### config.mk
export PLATFORM = sky130hd
export DESIGN_NAME = fitness_eval_2d_flat
export DESIGN_NICKNAME = d
export VERILOG_FILES = /design/src/rtl/fitness_pkg.sv /design/src/rtl/fitness_eval_2d_if.sv /design/src/rtl/fitness_pair_lut.sv /design/src/rtl/fitness_eval_2d.sv /design/src/flat_wrapper.sv
export SDC_FILE = /design/constraint.sdc
export NUM_CORES = 2
export LEC_CHECK = 0
export BUFFER_PORTS_ARGS = -buffer_cell sky130_fd_sc_hd__buf_4
export CAP_MARGIN = 40
export CORE_MARGIN = 2
export CORE_UTILIZATION = 35
export DETAILED_ROUTE_END_ITERATION = 7
export GPL_ROUTABILITY_DRIVEN = 0
export PLACE_DENSITY_LB_ADDON = 0.15
export SLEW_MARGIN = 20
export SYNTH_ARGS = -nofsm -noshare
export SYNTH_HDL_FRONTEND = slang
export SYNTH_SLANG_ARGS = --single-unit
### constraint.sdc
create_clock -name clk_i -period 17 [get_ports clk_i]
set_clock_uncertainty 0.15 [all_clocks]
set_input_delay 2.55 -clock clk_i [delete_from_list [all_inputs] [get_ports clk_i]]
set_output_delay 2.55 -clock clk_i [all_outputs]
set_load 0.01 [all_outputs]
### src/rtl/fitness_pkg.sv
// rtl/fitness_pkg.sv - shared defaults and helpers for the 2-D fitness evaluator
package fitness_pkg;

    localparam int DEF_NUM_PARTICLE_TYPE = 3;
    localparam int DEF_DATA_WIDTH        = 4;
    localparam int DEF_PARTICLE_LENGTH   = 2;
    localparam int DEF_ROWS              = 4;
    localparam int DEF_COLS              = 4;
    localparam int DEF_SELF_FIT_LENGTH   = 12;
    localparam int DEF_POP_SIZE          = 50;
    localparam int DEF_IDX_W             = $clog2(DEF_POP_SIZE);

    // Internal sum width: every site self term plus at most two pairs per site,
    // each pair counted twice, all at the largest table entry, plus one guard bit.
    function automatic int energy_width(input int rows, input int cols, input int dw);
        int max_sum;
        max_sum = ((1 << dw) - 1) * (5 * rows * cols);
        return $clog2(max_sum + 1) + 1;
    endfunction

    // LSB of field idx in a packed table whose field 0 sits in the most significant slot.
    function automatic int field_lsb(input int idx, input int nfields, input int w);
        return (nfields - 1 - idx) * w;
    endfunction

    // LSB of lattice site (r,c) inside the packed individual.
    function automatic int site_lsb(input int r, input int c, input int cols, input int pl);
        return (r * cols + c) * pl;
    endfunction

endpackage

### src/rtl/fitness_eval_2d_if.sv
// rtl/fitness_eval_2d_if.sv - individual in / energy out stream bundle
interface fitness_eval_2d_if
    import fitness_pkg::*;
#(
    parameter int ROWS            = DEF_ROWS,
    parameter int COLS            = DEF_COLS,
    parameter int PARTICLE_LENGTH = DEF_PARTICLE_LENGTH,
    parameter int SELF_FIT_LENGTH = DEF_SELF_FIT_LENGTH,
    parameter int IDX_W           = DEF_IDX_W
) ();

    logic                                  in_valid_i;
    logic                                  in_ready_o;
    logic [ROWS*COLS*PARTICLE_LENGTH-1:0]  individual_vec_i;
    logic [IDX_W-1:0]                      ind_idx_i;
    logic                                  out_valid_o;
    logic                                  out_ready_i;
    logic [SELF_FIT_LENGTH-1:0]            total_energy_o;
    logic                                  sat_o;
    logic                                  bad_code_o;
    logic [IDX_W-1:0]                      ind_wb_idx_o;
    logic                                  done_o;

    // Evaluator side
    modport slave (
        input  in_valid_i, individual_vec_i, ind_idx_i, out_ready_i,
        output in_ready_o, out_valid_o, total_energy_o, sat_o, bad_code_o,
               ind_wb_idx_o, done_o
    );

    // Population memory / selection side
    modport master (
        output in_valid_i, individual_vec_i, ind_idx_i, out_ready_i,
        input  in_ready_o, out_valid_o, total_energy_o, sat_o, bad_code_o,
               ind_wb_idx_o, done_o
    );

endinterface

### src/rtl/fitness_pair_lut.sv
// rtl/fitness_pair_lut.sv - interaction term lookup for one site pair
module fitness_pair_lut
    import fitness_pkg::*;
#(
    parameter int NUM_PARTICLE_TYPE = DEF_NUM_PARTICLE_TYPE,
    parameter int DATA_WIDTH        = DEF_DATA_WIDTH,
    parameter int PARTICLE_LENGTH   = DEF_PARTICLE_LENGTH
) (
    input  logic [PARTICLE_LENGTH-1:0]                                i_code_a,
    input  logic [PARTICLE_LENGTH-1:0]                                i_code_b,
    input  logic [NUM_PARTICLE_TYPE*NUM_PARTICLE_TYPE*DATA_WIDTH-1:0] i_interact,
    output logic [DATA_WIDTH-1:0]                                     o_term
);

    localparam int NPT = NUM_PARTICLE_TYPE;

    logic w_a_ok;
    logic w_b_ok;

    assign w_a_ok = int'(i_code_a) < NPT;
    assign w_b_ok = int'(i_code_b) < NPT;

    // A pair touching an undefined species contributes nothing
    always_comb begin
        o_term = '0;
        if (w_a_ok && w_b_ok) begin
            o_term = i_interact[field_lsb(int'(i_code_a) * NPT + int'(i_code_b),
                                          NPT * NPT, DATA_WIDTH) +: DATA_WIDTH];
        end
    end

endmodule

### src/rtl/fitness_eval_2d.sv
// rtl/fitness_eval_2d.sv - pipelined 2-D lattice energy evaluator, one individual per cycle
module fitness_eval_2d
    import fitness_pkg::*;
#(
    parameter int NUM_PARTICLE_TYPE = DEF_NUM_PARTICLE_TYPE,
    parameter int DATA_WIDTH        = DEF_DATA_WIDTH,
    parameter int PARTICLE_LENGTH   = DEF_PARTICLE_LENGTH,
    parameter int ROWS              = DEF_ROWS,
    parameter int COLS              = DEF_COLS,
    parameter int SELF_FIT_LENGTH   = DEF_SELF_FIT_LENGTH,
    parameter int POP_SIZE          = DEF_POP_SIZE,
    parameter int IDX_W             = $clog2(POP_SIZE)
) (
    input  logic                                                      clk_i,
    input  logic                                                      rst_i,
    input  logic                                                      cfg_load_i,
    input  logic                                                      periodic_i,
    input  logic [NUM_PARTICLE_TYPE*DATA_WIDTH-1:0]                   self_energy_vec_i,
    input  logic [NUM_PARTICLE_TYPE*NUM_PARTICLE_TYPE*DATA_WIDTH-1:0] interact_matrix_i,
    fitness_eval_2d_if.slave                                          bus
);

    localparam int NPT = NUM_PARTICLE_TYPE;
    localparam int DW  = DATA_WIDTH;
    localparam int PL  = PARTICLE_LENGTH;
    localparam int SFL = SELF_FIT_LENGTH;
    localparam int NS  = ROWS * COLS;
    localparam int EW  = energy_width(ROWS, COLS, DW);
    localparam int TW  = (EW > SFL) ? EW : SFL + 1;
    localparam logic [IDX_W-1:0] LAST_IDX = IDX_W'(POP_SIZE - 1);

    // Latched configuration
    logic [NPT*DW-1:0]     r_self_tbl;
    logic [NPT*NPT*DW-1:0] r_pair_tbl;
    logic                  r_periodic;

    // Input capture
    logic                  r_v0;
    logic [NS*PL-1:0]      r_ind0;
    logic [IDX_W-1:0]      r_idx0;

    // S1: looked-up terms
    logic                  r_v1;
    logic                  r_bad1;
    logic [IDX_W-1:0]      r_idx1;
    logic [DW-1:0]         r_self1  [NS];
    logic [DW-1:0]         r_right1 [NS];
    logic [DW-1:0]         r_down1  [NS];

    // S2: row sums
    logic                  r_v2;
    logic                  r_bad2;
    logic [IDX_W-1:0]      r_idx2;
    logic [EW-1:0]         r_row2   [ROWS];

    // S3: output register
    logic                  r_v3;
    logic                  r_sat3;
    logic                  r_bad3;
    logic [IDX_W-1:0]      r_idx3;
    logic [SFL-1:0]        r_energy3;

    logic [IDX_W-1:0]      r_cnt;

    logic                  w_stall;
    logic                  w_accept;
    logic                  w_empty;
    logic                  w_out_hs;
    logic [PL-1:0]         w_code   [NS];
    logic [DW-1:0]         w_self   [NS];
    logic [DW-1:0]         w_right  [NS];
    logic [DW-1:0]         w_down   [NS];
    logic [NS-1:0]         w_site_bad;
    logic [EW-1:0]         w_row    [ROWS];
    logic [TW-1:0]         w_total;
    logic                  w_sat;
    logic [SFL-1:0]        w_energy;

    assign w_stall        = r_v3 && !bus.out_ready_i;
    assign bus.in_ready_o = !rst_i && !w_stall && !cfg_load_i;
    assign w_accept       = bus.in_valid_i && bus.in_ready_o;
    assign w_empty        = !(r_v0 || r_v1 || r_v2 || r_v3);
    assign w_out_hs       = r_v3 && bus.out_ready_i;

    // Each site owns its right and down pair; wrap pairs only exist in periodic
    // mode and only along dimensions of 3 or more, so no pair is counted twice.
    for (genvar gr = 0; gr < ROWS; gr++) begin : g_row
        for (genvar gc = 0; gc < COLS; gc++) begin : g_col
            localparam int S  = gr * COLS + gc;
            localparam int RN = gr * COLS + ((gc + 1) % COLS);
            localparam int DN = ((gr + 1) % ROWS) * COLS + gc;
            localparam bit H_EDGE = (gc == COLS - 1);
            localparam bit V_EDGE = (gr == ROWS - 1);
            localparam bit H_WRAP = (COLS >= 3);
            localparam bit V_WRAP = (ROWS >= 3);

            logic [DW-1:0] w_right_raw;
            logic [DW-1:0] w_down_raw;
            logic          w_right_en;
            logic          w_down_en;

            assign w_code[S]     = r_ind0[site_lsb(gr, gc, COLS, PL) +: PL];
            assign w_site_bad[S] = int'(w_code[S]) >= NPT;
            assign w_self[S]     = w_site_bad[S] ? '0 :
                                   r_self_tbl[field_lsb(int'(w_code[S]), NPT, DW) +: DW];
            assign w_right_en    = !H_EDGE || (r_periodic && H_WRAP);
            assign w_down_en     = !V_EDGE || (r_periodic && V_WRAP);
            assign w_right[S]    = w_right_en ? w_right_raw : '0;
            assign w_down[S]     = w_down_en  ? w_down_raw  : '0;

            fitness_pair_lut #(
                .NUM_PARTICLE_TYPE (NPT),
                .DATA_WIDTH        (DW),
                .PARTICLE_LENGTH   (PL)
            ) u_right (
                .i_code_a   (w_code[S]),
                .i_code_b   (w_code[RN]),
                .i_interact (r_pair_tbl),
                .o_term     (w_right_raw)
            );

            fitness_pair_lut #(
                .NUM_PARTICLE_TYPE (NPT),
                .DATA_WIDTH        (DW),
                .PARTICLE_LENGTH   (PL)
            ) u_down (
                .i_code_a   (w_code[S]),
                .i_code_b   (w_code[DN]),
                .i_interact (r_pair_tbl),
                .o_term     (w_down_raw)
            );
        end
    end

    // Row partial sums: self terms plus both owned pairs doubled
    always_comb begin
        for (int r = 0; r < ROWS; r++) begin
            w_row[r] = '0;
            for (int c = 0; c < COLS; c++) begin
                w_row[r] = w_row[r] + EW'(r_self1[r*COLS+c])
                                    + (EW'(r_right1[r*COLS+c]) << 1)
                                    + (EW'(r_down1[r*COLS+c]) << 1);
            end
        end
    end

    // Final sum of rows, then clip to the output width
    always_comb begin
        w_total = '0;
        for (int r = 0; r < ROWS; r++) begin
            w_total = w_total + TW'(r_row2[r]);
        end
    end

    assign w_sat    = |w_total[TW-1:SFL];
    assign w_energy = w_sat ? '1 : w_total[SFL-1:0];

    // Tables change only with nothing in flight, so no individual sees two versions
    always_ff @(posedge clk_i or posedge rst_i) begin
        if (rst_i) begin
            r_self_tbl <= '0;
            r_pair_tbl <= '0;
            r_periodic <= 1'b0;
        end else if (cfg_load_i && w_empty) begin
            r_self_tbl <= self_energy_vec_i;
            r_pair_tbl <= interact_matrix_i;
            r_periodic <= periodic_i;
        end
    end

    // Input capture stage
    always_ff @(posedge clk_i or posedge rst_i) begin
        if (rst_i) begin
            r_v0   <= 1'b0;
            r_ind0 <= '0;
            r_idx0 <= '0;
        end else if (!w_stall) begin
            r_v0 <= w_accept;
            if (w_accept) begin
                r_ind0 <= bus.individual_vec_i;
                r_idx0 <= bus.ind_idx_i;
            end
        end
    end

    // S1: register per-site self and pair terms
    always_ff @(posedge clk_i or posedge rst_i) begin
        if (rst_i) begin
            r_v1   <= 1'b0;
            r_bad1 <= 1'b0;
            r_idx1 <= '0;
            for (int s = 0; s < NS; s++) begin
                r_self1[s]  <= '0;
                r_right1[s] <= '0;
                r_down1[s]  <= '0;
            end
        end else if (!w_stall) begin
            r_v1     <= r_v0;
            r_bad1   <= |w_site_bad;
            r_idx1   <= r_idx0;
            r_self1  <= w_self;
            r_right1 <= w_right;
            r_down1  <= w_down;
        end
    end

    // S2: register row sums
    always_ff @(posedge clk_i or posedge rst_i) begin
        if (rst_i) begin
            r_v2   <= 1'b0;
            r_bad2 <= 1'b0;
            r_idx2 <= '0;
            for (int r = 0; r < ROWS; r++) begin
                r_row2[r] <= '0;
            end
        end else if (!w_stall) begin
            r_v2   <= r_v1;
            r_bad2 <= r_bad1;
            r_idx2 <= r_idx1;
            r_row2 <= w_row;
        end
    end

    // S3: saturated total held until the consumer takes it
    always_ff @(posedge clk_i or posedge rst_i) begin
        if (rst_i) begin
            r_v3      <= 1'b0;
            r_sat3    <= 1'b0;
            r_bad3    <= 1'b0;
            r_idx3    <= '0;
            r_energy3 <= '0;
        end else if (!w_stall) begin
            r_v3      <= r_v2;
            r_sat3    <= w_sat;
            r_bad3    <= r_bad2;
            r_idx3    <= r_idx2;
            r_energy3 <= w_energy;
        end
    end

    // Population counter advances on each handed-off result and wraps after the last
    always_ff @(posedge clk_i or posedge rst_i) begin
        if (rst_i) begin
            r_cnt <= '0;
        end else if (w_out_hs) begin
            r_cnt <= (r_cnt == LAST_IDX) ? '0 : r_cnt + IDX_W'(1);
        end
    end

    assign bus.out_valid_o    = r_v3;
    assign bus.total_energy_o = r_energy3;
    assign bus.sat_o          = r_sat3;
    assign bus.bad_code_o     = r_bad3;
    assign bus.ind_wb_idx_o   = r_idx3;
    assign bus.done_o         = r_v3 && (r_cnt == LAST_IDX);

endmodule

### src/flat_wrapper.sv
// flat-port wrapper written by rule: the top's interface ports become plain ports
module fitness_eval_2d_flat import fitness_pkg::*;
#(
    parameter int NUM_PARTICLE_TYPE = DEF_NUM_PARTICLE_TYPE,
    parameter int DATA_WIDTH        = DEF_DATA_WIDTH,
    parameter int PARTICLE_LENGTH   = DEF_PARTICLE_LENGTH,
    parameter int ROWS              = DEF_ROWS,
    parameter int COLS              = DEF_COLS,
    parameter int SELF_FIT_LENGTH   = DEF_SELF_FIT_LENGTH,
    parameter int POP_SIZE          = DEF_POP_SIZE,
    parameter int IDX_W             = $clog2(POP_SIZE)
)
  (clk_i, rst_i, cfg_load_i, periodic_i, self_energy_vec_i, interact_matrix_i, bus_in_valid_i, bus_individual_vec_i, bus_ind_idx_i, bus_out_ready_i, bus_in_ready_o, bus_out_valid_o, bus_total_energy_o, bus_sat_o, bus_bad_code_o, bus_ind_wb_idx_o, bus_done_o);
  fitness_eval_2d_if #(.ROWS(ROWS), .COLS(COLS), .PARTICLE_LENGTH(PARTICLE_LENGTH), .SELF_FIT_LENGTH(SELF_FIT_LENGTH), .IDX_W(IDX_W)) bus_i ();
  input  logic clk_i;
  input  logic rst_i;
  input  logic cfg_load_i;
  input  logic periodic_i;
  input  logic [NUM_PARTICLE_TYPE*DATA_WIDTH-1:0] self_energy_vec_i;
  input  logic [NUM_PARTICLE_TYPE*NUM_PARTICLE_TYPE*DATA_WIDTH-1:0] interact_matrix_i;
  input wire logic [$bits(bus_i.in_valid_i)-1:0] bus_in_valid_i;
  input wire logic [$bits(bus_i.individual_vec_i)-1:0] bus_individual_vec_i;
  input wire logic [$bits(bus_i.ind_idx_i)-1:0] bus_ind_idx_i;
  input wire logic [$bits(bus_i.out_ready_i)-1:0] bus_out_ready_i;
  output wire logic [$bits(bus_i.in_ready_o)-1:0] bus_in_ready_o;
  output wire logic [$bits(bus_i.out_valid_o)-1:0] bus_out_valid_o;
  output wire logic [$bits(bus_i.total_energy_o)-1:0] bus_total_energy_o;
  output wire logic [$bits(bus_i.sat_o)-1:0] bus_sat_o;
  output wire logic [$bits(bus_i.bad_code_o)-1:0] bus_bad_code_o;
  output wire logic [$bits(bus_i.ind_wb_idx_o)-1:0] bus_ind_wb_idx_o;
  output wire logic [$bits(bus_i.done_o)-1:0] bus_done_o;
  assign bus_i.in_valid_i = bus_in_valid_i;
  assign bus_i.individual_vec_i = bus_individual_vec_i;
  assign bus_i.ind_idx_i = bus_ind_idx_i;
  assign bus_i.out_ready_i = bus_out_ready_i;
  assign bus_in_ready_o = bus_i.in_ready_o;
  assign bus_out_valid_o = bus_i.out_valid_o;
  assign bus_total_energy_o = bus_i.total_energy_o;
  assign bus_sat_o = bus_i.sat_o;
  assign bus_bad_code_o = bus_i.bad_code_o;
  assign bus_ind_wb_idx_o = bus_i.ind_wb_idx_o;
  assign bus_done_o = bus_i.done_o;
  fitness_eval_2d #(.NUM_PARTICLE_TYPE(NUM_PARTICLE_TYPE), .DATA_WIDTH(DATA_WIDTH), .PARTICLE_LENGTH(PARTICLE_LENGTH), .ROWS(ROWS), .COLS(COLS), .SELF_FIT_LENGTH(SELF_FIT_LENGTH), .POP_SIZE(POP_SIZE), .IDX_W(IDX_W)) u_core (.clk_i(clk_i), .rst_i(rst_i), .cfg_load_i(cfg_load_i), .periodic_i(periodic_i), .self_energy_vec_i(self_energy_vec_i), .interact_matrix_i(interact_matrix_i), .bus(bus_i));
endmodule
==> flow_summary.rst <==
.. list-table::
   :header-rows: 1

   * - Metric
     - Value
   * - Run status
     - completed
   * - Average cell area after synthesis
     - 10.97 um^2
   * - Vert. Die Dim
     - 317.1 um
   * - Fraction of layout instances using a drive strength above 1
     - 23.29%
   * - Cell Rows
     - 114
   * - Synth area leaders
     - sky130_fd_sc_hd__dfrtp_1, sky130_fd_sc_hd__mux4_2, sky130_fd_sc_hd__fa_1
   * - Total negative slack for setup checks
     - 0 ns
   * - Buffer count from post-CTS setup fixing
     - 0
   * - Transition at the pin with the smallest max-transition slack
     - 0.8618 ns
   * - Slew Viols, Final
     - 0
   * - Clk sinks
     - 357
   * - Final design area excluding fillers
     - 38580 um^2
   * - Detailed-route via count
     - 26201
   * - Antenna violations before repair
     - 6
   * - Number of buffers inserted during clock tree synthesis
     - 47
   * - Post-DR wirelength/cell
     - 29.26 um
   * - Post-synth top area share
     - 26.04%
   * - Post-detailed-route via-to-cell ratio
     - 5.967
   * - Die ar.
     - 100500 um^2
   * - Setup Viol. Count Final
     - 0
   * - Dpl hpwl
     - 91970 um
   * - Port buffer count
     - 112
   * - Post-layout min period
     - 6.420 ns
   * - Routed Antenna Nets
     - 0
   * - Synthesized area
     - 34310 um^2
   * - Final Hold Viols
     - 0
   * - Maximum root-to-sink buffer count
     - 3
   * - Data arrival at the endpoint of the critical path
     - 3.72 ns
   * - Clock latency of the later-clocked register in the worst-skew pair
     - 0.66 ns
   * - Final Net Count
     - 3598
   * - Biggest area consumer among synthesized cells
     - sky130_fd_sc_hd__dfrtp_1
   * - Path type of the worst min-delay path
     - flip-flop to flip-flop
   * - Instance area after placement
     - 36790 um^2
   * - Worst relative slew slack
     - 42.55%
   * - Unique cell type count in the Yosys netlist
     - 64
   * - Number of synthesized flops with an enable pin
     - 0
   * - Worst hold slack after final layout
     - 0.3185 ns
   * - Maximum level of the CTS H-tree
     - 2
   * - Crit. End Element
     - primary output
   * - Async S/R FF share, synth
     - 100.0%
   * - Core Region
     - 96850 um^2
   * - Layout overhead on the synthesized area
     - 12.46%
   * - Data required, critical path
     - 14.30 ns
   * - Worst Setup Path Type
     - primary input to primary output
   * - Synth Warn #
     - 0
   * - Timing-limited maximum frequency
     - 155.8 MHz
   * - Final critical-path share of the clock period
     - 37.77%
   * - Starting density of the core
     - 35.42%
   * - Count of TritonRoute iterations in the first routing pass
     - 5
   * - Global-route wire length before repair
     - 187900 um
   * - Cell count after synthesis
     - 3127
   * - Aggregate routed wire length
     - 128500 um
   * - Clock transition time at the flip-flop clock pins of the worst setup and hold paths
     - 0.06 ns
   * - Pin count of the biggest net entering global routing
     - 82
   * - Via count of the first global-routing pass
     - 26810
   * - CTS tree
     - built
   * - Hold Buf Count CTS
     - 0
   * - Maximum fanout along the worst path
     - 59
   * - Total routing usage reported by global routing
     - 25.77%
   * - Setup repair after global routing missed its margin
     - no
   * - Worst Setup Start Kind
     - primary input
   * - Clock root buffer master
     - sky130_fd_sc_hd__clkbuf_16
   * - I/O pin count
     - 115
   * - Initial drt markers
     - 2702
   * - Post-cts resize count
     - 0
   * - Number of filler cells placed in the layout
     - 9222
   * - Number of maximum-capacitance violations
     - 0
   * - GR Overflow Total
     - 0
   * - Number of storage elements in the synthesis netlist
     - 357
   * - Proportion of synthesized chip area in sequential cells
     - 26.04%
   * - Residual DRC count
     - 0
   * - Die X
     - 317.1 um
   * - Top flip-flop cell by instance count after synthesis
     - sky130_fd_sc_hd__dfrtp_1
[state kept, by name (all words and copies together), names as in the netlist, 6 cells and up]
register,cells
u_core.bus.total_energy_o,11
u_core.r_down1,64
u_core.r_self1,64
u_core.r_cnt,6
u_core.r_row2,36
u_core.r_idx2,6
u_core.bus.ind_wb_idx_o,6
u_core.r_self_tbl,12
u_core.r_idx1,6
u_core.r_right1,64
u_core.r_idx0,6
u_core.r_ind0,32
u_core.r_pair_tbl,36
[cell usage after synthesis, types with 22 or more instances]
cell type and n:
sky130_fd_sc_hd__a21o_1 36, sky130_fd_sc_hd__a21oi_1 117, sky130_fd_sc_hd__a22o_1 124, sky130_fd_sc_hd__buf_1 35, sky130_fd_sc_hd__buf_2 70, sky130_fd_sc_hd__clkbuf_1 182, sky130_fd_sc_hd__dfrtp_1 357, sky130_fd_sc_hd__fa_1 190
sky130_fd_sc_hd__ha_1 240, sky130_fd_sc_hd__inv_1 291, sky130_fd_sc_hd__mux2_2 67, sky130_fd_sc_hd__mux2i_1 205, sky130_fd_sc_hd__mux4_2 256, sky130_fd_sc_hd__nand2_1 330, sky130_fd_sc_hd__nand3_1 31, sky130_fd_sc_hd__nor2_1 103
sky130_fd_sc_hd__nor2b_1 22, sky130_fd_sc_hd__o21ai_0 124, sky130_fd_sc_hd__o21ai_1 39, sky130_fd_sc_hd__o31ai_1 38, sky130_fd_sc_hd__xor2_1 25
[worst max-delay path: stages]
cell	delay, ns
sky130_fd_sc_hd__buf_4	0.12
sky130_fd_sc_hd__and2b_4	0.23
sky130_fd_sc_hd__buf_4	0.53
sky130_fd_sc_hd__nor3_2	0.11
sky130_fd_sc_hd__buf_4	0.17
[cells in the final DEF, fill, tap and decap left out, types with 12 or more instances in the layout]
cell type and instances:
sky130_fd_sc_hd__nor4b_1 16, sky130_fd_sc_hd__mux2_1 16, sky130_fd_sc_hd__o21ai_0 124, sky130_fd_sc_hd__a22o_1 124, sky130_fd_sc_hd__xor2_2 13, sky130_fd_sc_hd__nand3_1 31
sky130_fd_sc_hd__mux2i_1 205, sky130_fd_sc_hd__buf_12 20, sky130_fd_sc_hd__buf_4 144, sky130_fd_sc_hd__dfrtp_1 321, sky130_fd_sc_hd__a22oi_1 17, sky130_fd_sc_hd__or2_2 17
sky130_fd_sc_hd__o21ai_1 39, sky130_fd_sc_hd__buf_16 16, sky130_fd_sc_hd__xnor2_2 21, sky130_fd_sc_hd__nor2_1 103, sky130_fd_sc_hd__clkbuf_16 48, sky130_fd_sc_hd__inv_1 290
sky130_fd_sc_hd__xnor2_1 13, sky130_fd_sc_hd__mux2_2 67, sky130_fd_sc_hd__nand2_1 329, sky130_fd_sc_hd__a21oi_1 117, sky130_fd_sc_hd__fa_1 190, sky130_fd_sc_hd__mux4_2 256
sky130_fd_sc_hd__nor3b_2 20, sky130_fd_sc_hd__nor2b_1 22, sky130_fd_sc_hd__nor4_1 12, sky130_fd_sc_hd__nor3_1 18, sky130_fd_sc_hd__a21o_1 36, sky130_fd_sc_hd__o31ai_1 38
sky130_fd_sc_hd__xor2_1 25, sky130_fd_sc_hd__dfrtp_2 36, sky130_fd_sc_hd__ha_1 240
[metal layers]
metal  vias up  global-route usage [%]  share of wire, %
li1      11014                       -                 -
met4         0                   9.488               4.0
met2      1527                   38.34                43
met1     13336                   36.26                43
met5         -                       0                 0
met3       324                   6.476                10
[stage by stage]
| step | setup WS, ns | util [%] | std cells |
|---|---|---|---|
| 6_report | 10.58 | 39.84 | 4391 |
| 5_1_grt | 10.50 | 39.83 | 4389 |
| 4_1_cts | 10.56 | 39.78 | 4385 |
| 3_5_place_dp | 10.56 | 37.99 | 4299 |
| 3_3_place_gp | 10.57 | 37.00 | 4255 |
| 2_1_floorplan | 4.395 | - | 3128 |
[path summary, 6_finish.rpt]
path | endpoint | depth (start not counted) | slack (ns) | from
worst min-delay path | u_core.r_idx2[2] | 2 | 0.32 | u_core.r_idx2[2]
worst max register to register | u_core.r_row2[7] | 18 | 11.45 | u_core.r_right1[12]
max in group asynchronous | u_core.r_down1[31] | 6 | 12.81 | rst_i
worst min register to register | u_core.r_idx2[2] | 2 | 0.32 | u_core.r_idx2[2]
min in group asynchronous | u_core.bus.total_energy_o[6] | 2 | 1.78 | rst_i
worst max-delay path | bus_in_ready_o | 5 | 10.58 | bus_out_ready_i
[final cells by class]
class,count,area (um^2),area share (%)
Inverter,291,1100,2.851
Sequential cell,357,8979,23.27
Clock inverter,26,424.2,1.099
Clock buffer,60,1316,3.412
Antenna cell,2,5.005,0.01297
Timing Repair Buffer,192,2077,5.383
Multi-Input combinational cell,2187,23080,59.83
Tap cell,1276,1597,4.138
[logic make-up after synthesis]
group,share of synthesized area (%)
simple gates,8.625
xor+xnor,3.060
other cells,0.01093
compound gates,10.19
buf+inv,6.722
fa+ha+maj,19.84
flops,26.04
mux,25.51
Power is left out: the tool's default activity adds up to more than one toggle a clock period on the data nets, which glitch-free logic cannot reach.
